File: src/rtl/ram8_pkg.sv
// Shared types and constants for the two-requester, 8-word RAM arbiter.
package ram8_pkg;

  localparam int DATA_W_DEF = 32;
  localparam int ADDR_W_DEF = 3;
  localparam int NREQ       = 2;

  typedef enum logic [1:0] {
    IDLE   = 2'd0,
    ACCESS = 2'd1,
    RESP   = 2'd2
  } state_t;

  function automatic logic [NREQ-1:0] onehot2(input logic idx);
    logic [NREQ-1:0] oh;
    if (idx) begin
      oh = 2'b10;
    end else begin
      oh = 2'b01;
    end
    return oh;
  endfunction

endpackage

File: src/rtl/rr_arbiter2.sv
// Combinational 2-way round-robin pick: on a tie the requester that did not win last time is granted.
module rr_arbiter2
  import ram8_pkg::*;
(
  input  logic [NREQ-1:0] req,
  input  logic            last_gnt,
  output logic [NREQ-1:0] gnt,
  output logic            any
);

  // One-hot grant from the current request vector and the fairness pointer
  always_comb begin
    gnt = 2'b00;
    case (req)
      2'b01:   gnt = 2'b01;
      2'b10:   gnt = 2'b10;
      2'b11:   gnt = last_gnt ? 2'b01 : 2'b10;
      default: gnt = 2'b00;
    endcase
    any = |req;
  end

endmodule

File: src/rtl/ram8_arbiter.sv
// Arbitrates two requesters onto a single-port 8-word RAM: IDLE -> ACCESS -> RESP, one access per 3 cycles.
module ram8_arbiter
  import ram8_pkg::*;
#(
  parameter int DATA_W = DATA_W_DEF,
  parameter int ADDR_W = ADDR_W_DEF
) (
  input  logic                   clk,
  input  logic                   rst,
  input  logic [1:0]             req,
  input  logic [1:0]             we,
  input  logic [2*ADDR_W-1:0]    addr,
  input  logic [2*DATA_W-1:0]    wdata,
  output logic [1:0]             ack,
  output logic [DATA_W-1:0]      rdata,
  output logic                   busy,
  output logic                   ram_en,
  output logic                   ram_rw,
  output logic [ADDR_W-1:0]      ram_addr,
  output logic [DATA_W-1:0]      ram_din,
  input  logic [DATA_W-1:0]      ram_dout
);

  state_t            state;
  logic              last_gnt;
  logic              gnt_id;
  logic              en_q;
  logic              rw_q;
  logic [1:0]        gnt;
  logic              any_req;
  logic              win;
  logic              win_we;
  logic [ADDR_W-1:0] win_addr;
  logic [DATA_W-1:0] win_wdata;

  rr_arbiter2 u_rr (
    .req      (req),
    .last_gnt (last_gnt),
    .gnt      (gnt),
    .any      (any_req)
  );

  // Select the winning requester's operation fields
  always_comb begin
    win = gnt[1];
    if (win) begin
      win_we    = we[1];
      win_addr  = addr[ADDR_W +: ADDR_W];
      win_wdata = wdata[DATA_W +: DATA_W];
    end else begin
      win_we    = we[0];
      win_addr  = addr[0 +: ADDR_W];
      win_wdata = wdata[0 +: DATA_W];
    end
  end

  // Main FSM with all outputs registered
  always_ff @(posedge clk) begin
    if (rst) begin
      state    <= IDLE;
      last_gnt <= 1'b1;
      gnt_id   <= 1'b0;
      en_q     <= 1'b0;
      rw_q     <= 1'b0;
      ack      <= 2'b00;
      busy     <= 1'b0;
      ram_addr <= {ADDR_W{1'b0}};
      ram_din  <= {DATA_W{1'b0}};
      rdata    <= {DATA_W{1'b0}};
    end else begin
      case (state)
        IDLE: begin
          ack <= 2'b00;
          if (any_req) begin
            state    <= ACCESS;
            gnt_id   <= win;
            last_gnt <= win;
            en_q     <= 1'b1;
            rw_q     <= win_we;
            busy     <= 1'b1;
            ram_addr <= win_addr;
            ram_din  <= win_wdata;
          end else begin
            busy <= 1'b0;
          end
        end
        ACCESS: begin
          state <= RESP;
          en_q  <= 1'b0;
          rw_q  <= 1'b0;
          ack   <= onehot2(gnt_id);
          if (!rw_q) begin
            rdata <= ram_dout;
          end
        end
        RESP: begin
          state <= IDLE;
          ack   <= 2'b00;
          busy  <= 1'b0;
        end
        default: begin
          state <= IDLE;
          en_q  <= 1'b0;
          rw_q  <= 1'b0;
          ack   <= 2'b00;
          busy  <= 1'b0;
        end
      endcase
    end
  end

  // Reset cancels the RAM strobe in the very cycle it is raised, so an aborted write never lands
  assign ram_en = en_q & ~rst;
  assign ram_rw = rw_q & ~rst;

endmodule
File: config.mk
export PLATFORM = sky130hd
export DESIGN_NAME = ram8_arbiter
export DESIGN_NICKNAME = d
export VERILOG_FILES = /design/src/rtl/ram8_pkg.sv /design/src/rtl/rr_arbiter2.sv /design/src/rtl/ram8_arbiter.sv
export SDC_FILE = /design/constraint.sdc
export NUM_CORES = 1
export LEC_CHECK = 0
export CORE_MARGIN = 5
export CORE_UTILIZATION = 41
export CTS_CLUSTER_DIAMETER = 30
export CTS_CLUSTER_SIZE = 25
export DETAILED_ROUTE_END_ITERATION = 12
export PLACE_DENSITY = 0.9
export SYNTH_ARGS = -nofsm -noshare
export SYNTH_HDL_FRONTEND = slang
export SYNTH_SLANG_ARGS = --single-unit
File: constraint.sdc
create_clock -name clk -period 3.25 [get_ports clk]
set_input_delay 0.975 -clock clk [delete_from_list [all_inputs] [get_ports clk]]
set_output_delay 0.975 -clock clk [all_outputs]
set_load 0.01 [all_outputs]
# Yosys cells after proc, flatten, opt, wreduce, memory -nomap -nowiden
# Cells that the tools add are included.
[op_classes]
bitwise_logic = 6
n_reduce_logical = 6
n_eq_ne = 6
muxes = 14
[op_table]
columns = ["cell", "n"]
rows = [
  ["$mux 32", 1],
  ["$eq 2x2->1 const B", 3],
  ["$mux 2", 3],
  ["$pmux 1 s2", 3],
  ["$pmux 2 s3", 1],
  ["$reduce_and 2->1", 3],
  ["$eq 2x1->1 const B", 2],
  ["$mux 1", 4],
  ["$not 1->1", 4],
  ["$pmux 2 s2", 1],
  ["$reduce_or 2->1", 2],
  ["$mux 3", 1],
  ["$and 1x1->1", 2],
  ["$logic_not 2->1", 1],
  ["$ne 2x2->1 const B", 1],
]
[word_totals]
regBits = 76
output_inout_bits = 72
input_bits = 108

# Logic depth before layout (Yosys ltp)
# Gate-level depths: netlist of run 1.
[depth]
word_depth = 5
mapped_depth = 5
depth_no_buf = 3

# Cells and area by module
# A second synthesis of run 1 with hierarchy kept.
[unflattened]
hier_cells = 292
hier_area_um2 = 2877.8
[by_module_without_submodules]
columns = ["module", "n_inst", "seq_area_each_um2", "cells_each", "area_per_inst_um2"]
rows = [
  ["ram8_arbiter", 1, 1521.5, 288, 2852.7],
  ["rr_arbiter2", 1, 0.0, 4, 25.0],
]

# Worst setup path after synthesis of run 1
# Ideal clock, no wire load.
[synth_path]
path_type = "input to output"
start = "input rst"
end = "output ram_en"
path_stages = 2
slack_ps = 931
t_arrival_ps = 1344
t_required_ps = 2275
path_cell_list = "clkbuf_1 > nor2b_1"
[synth_via]
elab_chain_cells = 2
[synth_rtl]
columns = ["item", "line", "rtl"]
rows = [
  ["from (decl)", "ram8_arbiter.sv:9", "input logic rst,"],
  ["$not 1->1", "ram8_arbiter.sv:113", "assign ram_en = en_q & ~rst;"],
  ["$and 1x1->1", "ram8_arbiter.sv:113", ""],
  ["to (decl)", "ram8_arbiter.sv:17", "output logic ram_en,"],
]
# No other way between the ends.

# Worst setup path after layout of run 1
[layout_path]
start = "input rst"
end = "output ram_rw"
[layout_via]
elab_chain_cells = 2
[layout_rtl]
columns = ["item", "line", "rtl"]
rows = [
  ["$not 1->1", "ram8_arbiter.sv:114", "assign ram_rw = rw_q & ~rst;"],
  ["$and 1x1->1", "ram8_arbiter.sv:114", ""],
  ["to (decl)", "ram8_arbiter.sv:18", "output logic ram_rw,"],
]
# No other way between the ends.

==> reports/qor.csv, run 1 <==
metric;value;unit
status;finished clean;
crit-path max FO;4;
ranking of synthesized cells by area;dfxtp_1 (50%), nand2_1 (17%), a21oi_1 (11%), a311oi_1 (10%), buf_6 (3.3%);
hold_sp;gnt_id;
Slew Limit Fails;0;
syn_nets;480;
number of synthesized flops with an enable pin;0;
Max stage delay on crit path;0.58;ns
r2r endpoint;ram_din[25];
Initial Util;0.423;
first-pass GRT wire length;15300;um
FMAX;0.355;GHz
drt pass-1 iters;4;
logic gate share of total power;0.243;
Sw Share;0.277;
Final GP Congestion;0.717;
WS Path Type;in -> out;
proportion of layout cells with a drive suffix above 1;0.0519;
Hold Path Sink;ack[0];
post-CTS setup buffer count;0;
total track usage;0.212;
post-synth design cell area;3070;um2
Synth top area share;0.496;
# port buffers;179;
setup TNS;0;ns
#FFs+latches synth;76;
clock network power share;0.330;
vias in the first global route;3285;
register area share after synthesis;0.496;
startpoint types;input port;
Hold-fix buffers, CTS;0;
RSZ-0062 raised after global routing;no;
final hold violation count;0;
Max VDD drop;0.203;mV
worst-margin pin slew;1.18;ns
crit-path leading delay family;buffers and inverters;
vias per inst;5.08;
die width;96.5;um
Die Area;9310;um2
reg-to-reg slack, setup;1.32;ns
CP required;2.27;ns
drt wl/cell;15.6;um
MaxCap Viol Count;0;
maximum number of pins on one net before global-route repair;39;
Post-Syn Instances;372;
Total Nets Final;643;
Reg2Reg Depth;3;
num rows;31;
syn_area_per_cell;8.24;um2
H-tree Lvls;3;
clock latency on the worst-skew pair;0.34;ns
Clock Skews;0.00800;ns
Tcrit/Tclk final;0.866;
post-route cell area;5070;um2
Netlist cell types;26;
Remaining DRCs;0;
Vias;3244;
Setup Viol. Count Final;0;
CP bufs+invs;2;
clk slew on worst S/H paths;0.09;ns
CTS max path bufs;2;
cts repair resizes;0;
Crit-path slowest cell;clkdlybuf4s50_1;
Slew HR;0.211;
CTS tree;built;
CP endpoint kind;output port;
Leak;1.86;nW
P_sw;0.688;mW
Async S/R FF share, synth;0;
Yosys warnings;0;
root buf cell;clkbuf_8;
area delta synth->final;65.2;%
Iter 0 DRT Violations;103;
area post-placement;4840;um2
clock tree sinks;76;
grt total ovfl;0;
Layout Utilization;0.699;
I/O pin count;180;
leading area contributor after synthesis;dfxtp_1;
sequential power share;0.427;
initial antenna violation count;0;
diode count;0;
crit path cell chain;buf_2, nor2b_1, clkdlybuf4s50_1;
total routed wirelength;9960;um
die height;96.5;um
Hold Path Cell Cnt;1;
minimum clock period after layout;2.81;ns
Hold Path Class;reg -> reg;
CTS buffer count;9;
crit path DAT;1.84;ns
post-DP HPWL;7340;um
FF-to-FF Start;state[0];
CORE AREA;7250;um2
power density cells;490;nW/um2
commonest register cell after synthesis;dfxtp_1;
internal power;1.80;mW
Routed Antenna Nets;0;
## routing by layer
metal  vias to the layer above  wire length, um  GRT usage
met5                         -                0          0
met4                         0              195     0.0970
met3                        16             1200     0.0837
met2                       153             4830      0.370
met1                      1464             3740      0.224
li1                       1611                -          -
## cell type report
type | count | area (um2)
repair buffers | 185 | 1860
clock inverters | 7 | 105
inverters | 1 | 3.75
flip-flops and latches | 76 | 1520
well taps | 99 | 124
clock buffers | 9 | 124
fillers | 536 | 2190
multi-input cells | 262 | 1330
## worst reg2reg max path: stages, from the launching register on
cell and delay [ns]:
dfxtp_1 0.38, inv_1 0.87, a21oi_1 0.21, a311oi_1 0.36
## sequential cells by signal (all words and copies together) (netlist names)
name and flops:
ram_din 32, rdata 32, ram_addr 3, ack 2, state 2, busy 1
en_q 1, gnt_id 1, last_gnt 1, rw_q 1
## worst max-delay path by stage
stage,from,endpoint,slack [ns],cells after the start
after global placement,rst,ram_rw,0.45,3
after CTS,rst,ram_rw,0.42,3
final,rst,ram_rw,0.44,3
after floorplan,rst,ram_en,0.93,2
after global routing,rst,ram_rw,0.39,3
after detailed placement,rst,ram_rw,0.42,3
## layout by cell type (no fill, tap or decap), types with 3 or more instances in the layout
master,n
inv_6,3
buf_4,4
clkdlybuf4s50_1,178
nor2b_1,3
nand2_1,136
dfxtp_1,76
a311oi_1,35
a21oi_1,68
clkbuf_8,9
o21ai_0,3
## through the flow
step,worst slack [ns],std cells,hold slack [ns],total power [mW]
CTS,0.421,639,0.434,2.51
finish,0.436,639,0.432,2.48
detailed placement,0.421,623,0.429,1.69
floorplan,0.931,372,0.399,1.35
global placement,0.447,623,0.425,1.67
global route,0.387,639,0.462,2.61
## cell families (layout without fill, tap and decap cells)
| family | after synthesis | count (layout) | synth area share |
|---|---|---|---|
| buf+inv | 34 | 202 | 0.0714 |
| simple gates | 150 | 150 | 0.196 |
| flops | 76 | 76 | 0.496 |
| mux | 1 | 1 | 0.00326 |
| compound gates | 111 | 111 | 0.233 |
## cells in the mapped netlist, types with 2 or more instances
library cell,instances
a21oi_1,68
a311oi_1,35
buf_2,13
buf_4,2
buf_6,9
clkbuf_1,9
dfxtp_1,76
nand2_1,136
nand3_1,2
nor2_1,2
nor2b_1,3
o21ai_0,3
## power by group through the flow
stage,clock network [mW],logic [mW],registers (mW)
after floorplan,0,0.235,1.12
after global placement,0,0.588,1.08
after detailed placement,0,0.606,1.08
after CTS,0.839,0.608,1.06
after global routing,0.883,0.653,1.07
final,0.819,0.603,1.06
No activity file was read; power rests on OpenSTA's default activity.
==> run 2, diff against run 1 <==
--- a/config.mk
+++ b/config.mk
@@ -6,11 +6,11 @@
 export NUM_CORES = 1
 export LEC_CHECK = 0
 export CORE_MARGIN = 5
-export CORE_UTILIZATION = 41
-export CTS_CLUSTER_DIAMETER = 30
+export CORE_UTILIZATION = 35
 export CTS_CLUSTER_SIZE = 25
 export DETAILED_ROUTE_END_ITERATION = 12
-export PLACE_DENSITY = 0.9
+export HOLD_SLACK_MARGIN = 0.15
+export PLACE_DENSITY = 0.79
 export SYNTH_ARGS = -nofsm -noshare
 export SYNTH_HDL_FRONTEND = slang
 export SYNTH_SLANG_ARGS = --single-unit
==> run 2 against run 1 <==
Die area up 15%; total power up 4.4%; maximum frequency down 0.15%; clock skew down 0.00053 ns; global-route usage down 2.8 points; core utilization down 10 points; flip-flop and latch count unchanged; non-clock buffer count up 1; clock power up 13%; final cell count up 1.4%; clock-buffer cell count unchanged; first-iteration DRC count up 20%; largest cell class unchanged.
==> reports/qor.csv, run 2 (same netlist as run 1, synthesis figures left out) <==
metric;value;unit
Max VDD drop;0.290;mV
diode count;0;
Slew HR;0.231;
Final GP Congestion;0.739;
crit-path max FO;4;
Vias;3246;
CTS tree;built;
crit path DAT;1.84;ns
Worst Setup SP;rst;
num rows;34;
hold_sp;gnt_id;
Leak;1.89;nW
r2r endpoint;rdata[24];
clock tree sinks;76;
status;finished clean;
post-DP HPWL;7290;um
Hold Path Sink;ack[0];
slack of the critical path;0.432;ns
H-tree Lvls;3;
CTS max path bufs;2;
biggest regs;ram_din: 32 flops, rdata: 32 flops, ram_addr: 3 flops;
cts repair resizes;0;
die width;104;um
area post-placement;4870;um2
post-CTS setup buffer count;0;
post-route cell area;5130;um2
minimum clock period after layout;2.82;ns
root buf cell;clkbuf_8;
Iter 0 DRT Violations;124;
CORE AREA;8640;um2
MaxCap Viol Count;0;
I/O pin count;180;
startpoint types;input port;
Layout Utilization;0.594;
WS Path Type;in -> out;
Routed Antenna Nets;0;
Setup Viol. Count Final;0;
RSZ-0062 raised after global routing;no;
Reg2Reg Depth;3;
grt total ovfl;0;
drt wl/cell;15.3;um
Clock Skews;0.00747;ns
FF-to-FF Start;state[0];
clock latency on the worst-skew pair;0.32;ns
DP Cell Count;633;
FMAX;0.355;GHz
initial antenna violation count;0;
maximum number of pins on one net before global-route repair;42;
Die Area;10700;um2
Power, Total;2.59;mW
vias per inst;5.01;
WHS;0.428;ns
die height;104;um
proportion of layout cells with a drive suffix above 1;0.0519;
final hold violation count;0;
CTS buffer count;9;
Tcrit/Tclk final;0.867;
area delta synth->final;67.3;%
Slew Limit Fails;0;
total track usage;0.184;
setup TNS;0;ns
drt pass-1 iters;5;
reg-to-reg slack, setup;1.44;ns
power density cells;505;nW/um2
CP required;2.27;ns
pre-CTS setup slack;0.447;ns
Hold Path Class;reg -> reg;
Initial Util;0.355;
# port buffers;179;
CP endpoint kind;output port;
total routed wirelength;9890;um
commonest non-fill, non-tap cell in the layout;clkdlybuf4s50_1;
non-filler instance count after layout;648;
Remaining DRCs;0;
Total Nets Final;644;
clk slew on worst S/H paths;0.07;ns
worst-margin pin slew;1.15;ns
Hold Path Cell Cnt;1;
vias in the first global route;3460;
most frequent cells in the layout;clkdlybuf4s50_1 (178), nand2_1 (136), dfxtp_1 (76);
Hold-fix buffers, CTS;0;
fillcell total;759;
first-pass GRT wire length;16600;um
[run 2: cell count changes in the layout (fill, tap and decap cells not counted), sizes merged]
cell	before	now
clkinvlp	1	0
buf	7	8
inv	5	1
clkinv	0	2
bufinv	2	4
[run 2: how the worst max path moves through the flow]
stage              to  cells after the start
2_1_floorplan  ram_en                      2
3_3_place_gp   ram_rw                      3
3_5_place_dp   ram_rw                      3
4_1_cts        ram_rw                      3
5_1_grt        ram_rw                      3
6_report       ram_rw                      3
[run 2: routing by layer]
| metal | share of wire | GRT usage |
|---|---|---|
| met1 | 0.43 | 0.219 |
| met2 | 0.47 | 0.305 |
| met3 | 0.088 | 0.0715 |
| met4 | 0.012 | 0.0562 |
| met5 | 0 | 0 |
[run 2: cell type report]
| type | count | area [um2] | area share |
|---|---|---|---|
| clock inverter | 6 | 138 | 0.0268 |
| sequential | 76 | 1520 | 0.297 |
| clock buffer | 9 | 124 | 0.0241 |
| inverter | 1 | 3.75 | 0.000732 |
| multi-input combinational | 262 | 1330 | 0.260 |
| tap | 108 | 135 | 0.0263 |
| timing repair buffer | 186 | 1880 | 0.366 |
[run 2: power by group]
| part | internal (mW) | total [mW] | switching, mW |
|---|---|---|---|
| Combinational | 0.337 | 0.601 | 0.264 |
| Clock | 0.586 | 0.927 | 0.340 |
| Sequential | 1.02 | 1.06 | 0.0475 |
| Total | 1.94 | 2.59 | 0.652 |
[run 2: critical path, cell delays in order]
cell	delay (ns)
buf_2	0.12
nor2b_1	0.18
clkdlybuf4s50_1	0.57
==> run 3, diff against run 2 <==
--- a/config.mk
+++ b/config.mk
@@ -5,6 +5,7 @@
 export SDC_FILE = /design/constraint.sdc
 export NUM_CORES = 1
 export LEC_CHECK = 0
+export CAP_MARGIN = 15
 export CORE_MARGIN = 5
 export CORE_UTILIZATION = 35
 export CTS_CLUSTER_SIZE = 25
==> run 3 against run 2 <==
Total power up 0.11%; clock power is essentially flat; clock skew decreased by 0.00054 ns.
==> reports/qor.csv, run 3 (same netlist as run 1, synthesis figures left out) <==
metric;value;unit
Hold Path Cell Cnt;1;
num rows;34;
Iter 0 DRT Violations;111;
Die Area;10700;um2
Total Nets Final;645;
fillcell total;756;
CP endpoint kind;output port;
root buf cell;clkbuf_8;
Leak;1.90;nW
setup TNS;0;ns
total track usage;0.184;
Reg2Reg Depth;4;
Hold Path Sink;ack[0];
FMAX;0.352;GHz
RSZ-0062 raised after global routing;no;
die width;104;um
reg-to-reg slack, setup;1.55;ns
vias per inst;5.00;
crit-path max FO;4;
Setup Viol. Count Final;0;
CTS max path bufs;2;
most frequent cells in the layout;clkdlybuf4s50_1 (178), nand2_1 (136), dfxtp_1 (76);
I/O pin count;180;
Initial Util;0.355;
hold_sp;gnt_id;
power density cells;504;nW/um2
# port buffers;179;
biggest regs;ram_din: 32 flops, rdata: 32 flops, ram_addr: 3 flops;
first-pass GRT wire length;16600;um
vias in the first global route;3460;
die height;104;um
CORE AREA;8640;um2
minimum clock period after layout;2.84;ns
commonest non-fill, non-tap cell in the layout;clkdlybuf4s50_1;
CTS tree;built;
clock latency on the worst-skew pair;0.32;ns
non-filler instance count after layout;649;
total routed wirelength;9920;um
H-tree Lvls;3;
crit path DAT;1.86;ns
final hold violation count;0;
maximum number of pins on one net before global-route repair;42;
status;finished clean;
Vias;3243;
proportion of layout cells with a drive suffix above 1;0.0536;
diode count;0;
CTS buffer count;9;
grt total ovfl;0;
FF-to-FF Start;state[0];
MaxCap Viol Count;0;
Routed Antenna Nets;0;
post-CTS setup buffer count;0;
Slew Limit Fails;0;
Final GP Congestion;0.739;
Remaining DRCs;0;
Max VDD drop;0.290;mV
initial antenna violation count;0;
startpoint types;input port;
area delta synth->final;67.8;%
drt wl/cell;15.3;um
worst-margin pin slew;1.03;ns
Hold Path Class;reg -> reg;
Clock Skews;0.00692;ns
Slew HR;0.313;
CP required;2.27;ns
WS Path Type;in -> out;
clock tree sinks;76;
Hold-fix buffers, CTS;0;
r2r endpoint;ram_din[12];
drt pass-1 iters;4;
DP Cell Count;633;
post-DP HPWL;7290;um
clk slew on worst S/H paths;0.07;ns
Tcrit/Tclk final;0.873;
cts repair resizes;0;
[run 3: report_power, final]
part	total [mW]	switching, mW	leakage (nW)	internal (mW)
clock network	0.926	0.340	0.129	0.586
logic	0.604	0.264	1.14	0.340
registers	1.06	0.0477	0.626	1.02
total	2.59	0.652	1.90	1.94
[run 3: per-stage QoR]
step	utilization	hold slack, ns	power [mW]	setup slack, ns	instance area, um2
detailed placement	0.564	0.420	1.69	0.447	4870
finish	0.596	0.428	2.59	0.412	5150
floorplan	-	0.399	1.35	0.931	3070
global route	0.596	0.446	2.73	0.389	5150
CTS	0.594	0.430	2.63	0.446	5130
global placement	0.564	0.420	1.68	0.483	4870
[run 3: final cells by class]
cell class	instances	area (um2)	area share
Tap cell	108	135	0.0263
Clock inverter	6	138	0.0267
Multi-Input combinational cell	262	1330	0.259
Clock buffer	9	124	0.0241
Timing Repair Buffer	187	1890	0.368
Sequential cell	76	1520	0.296
Inverter	1	3.75	0.000729
[run 3: worst max path at each step]
stage	start	endpoint	slack (ns)	cells past startpoint
after floorplan	rst	ram_en	0.93	2
after global placement	rst	ram_rw	0.48	3
after detailed placement	rst	ram_rw	0.45	3
after CTS	rst	ram_rw	0.45	3
after global routing	rst	ram_rw	0.39	3
final	rst	ram_rw	0.41	3
[run 3: layer usage]
metal,vias up,share of wire,global-route usage
met1,1465,0.42,0.219
met4,0,0.012,0.0562
met5,-,0,0
met2,157,0.47,0.305
li1,1613,-,-
met3,8,0.095,0.0715
[run 3: worst max-delay path, cell delays in order]
cell             delay, ns
buf_2                 0.12
nor2b_1               0.19
clkdlybuf4s50_1       0.57
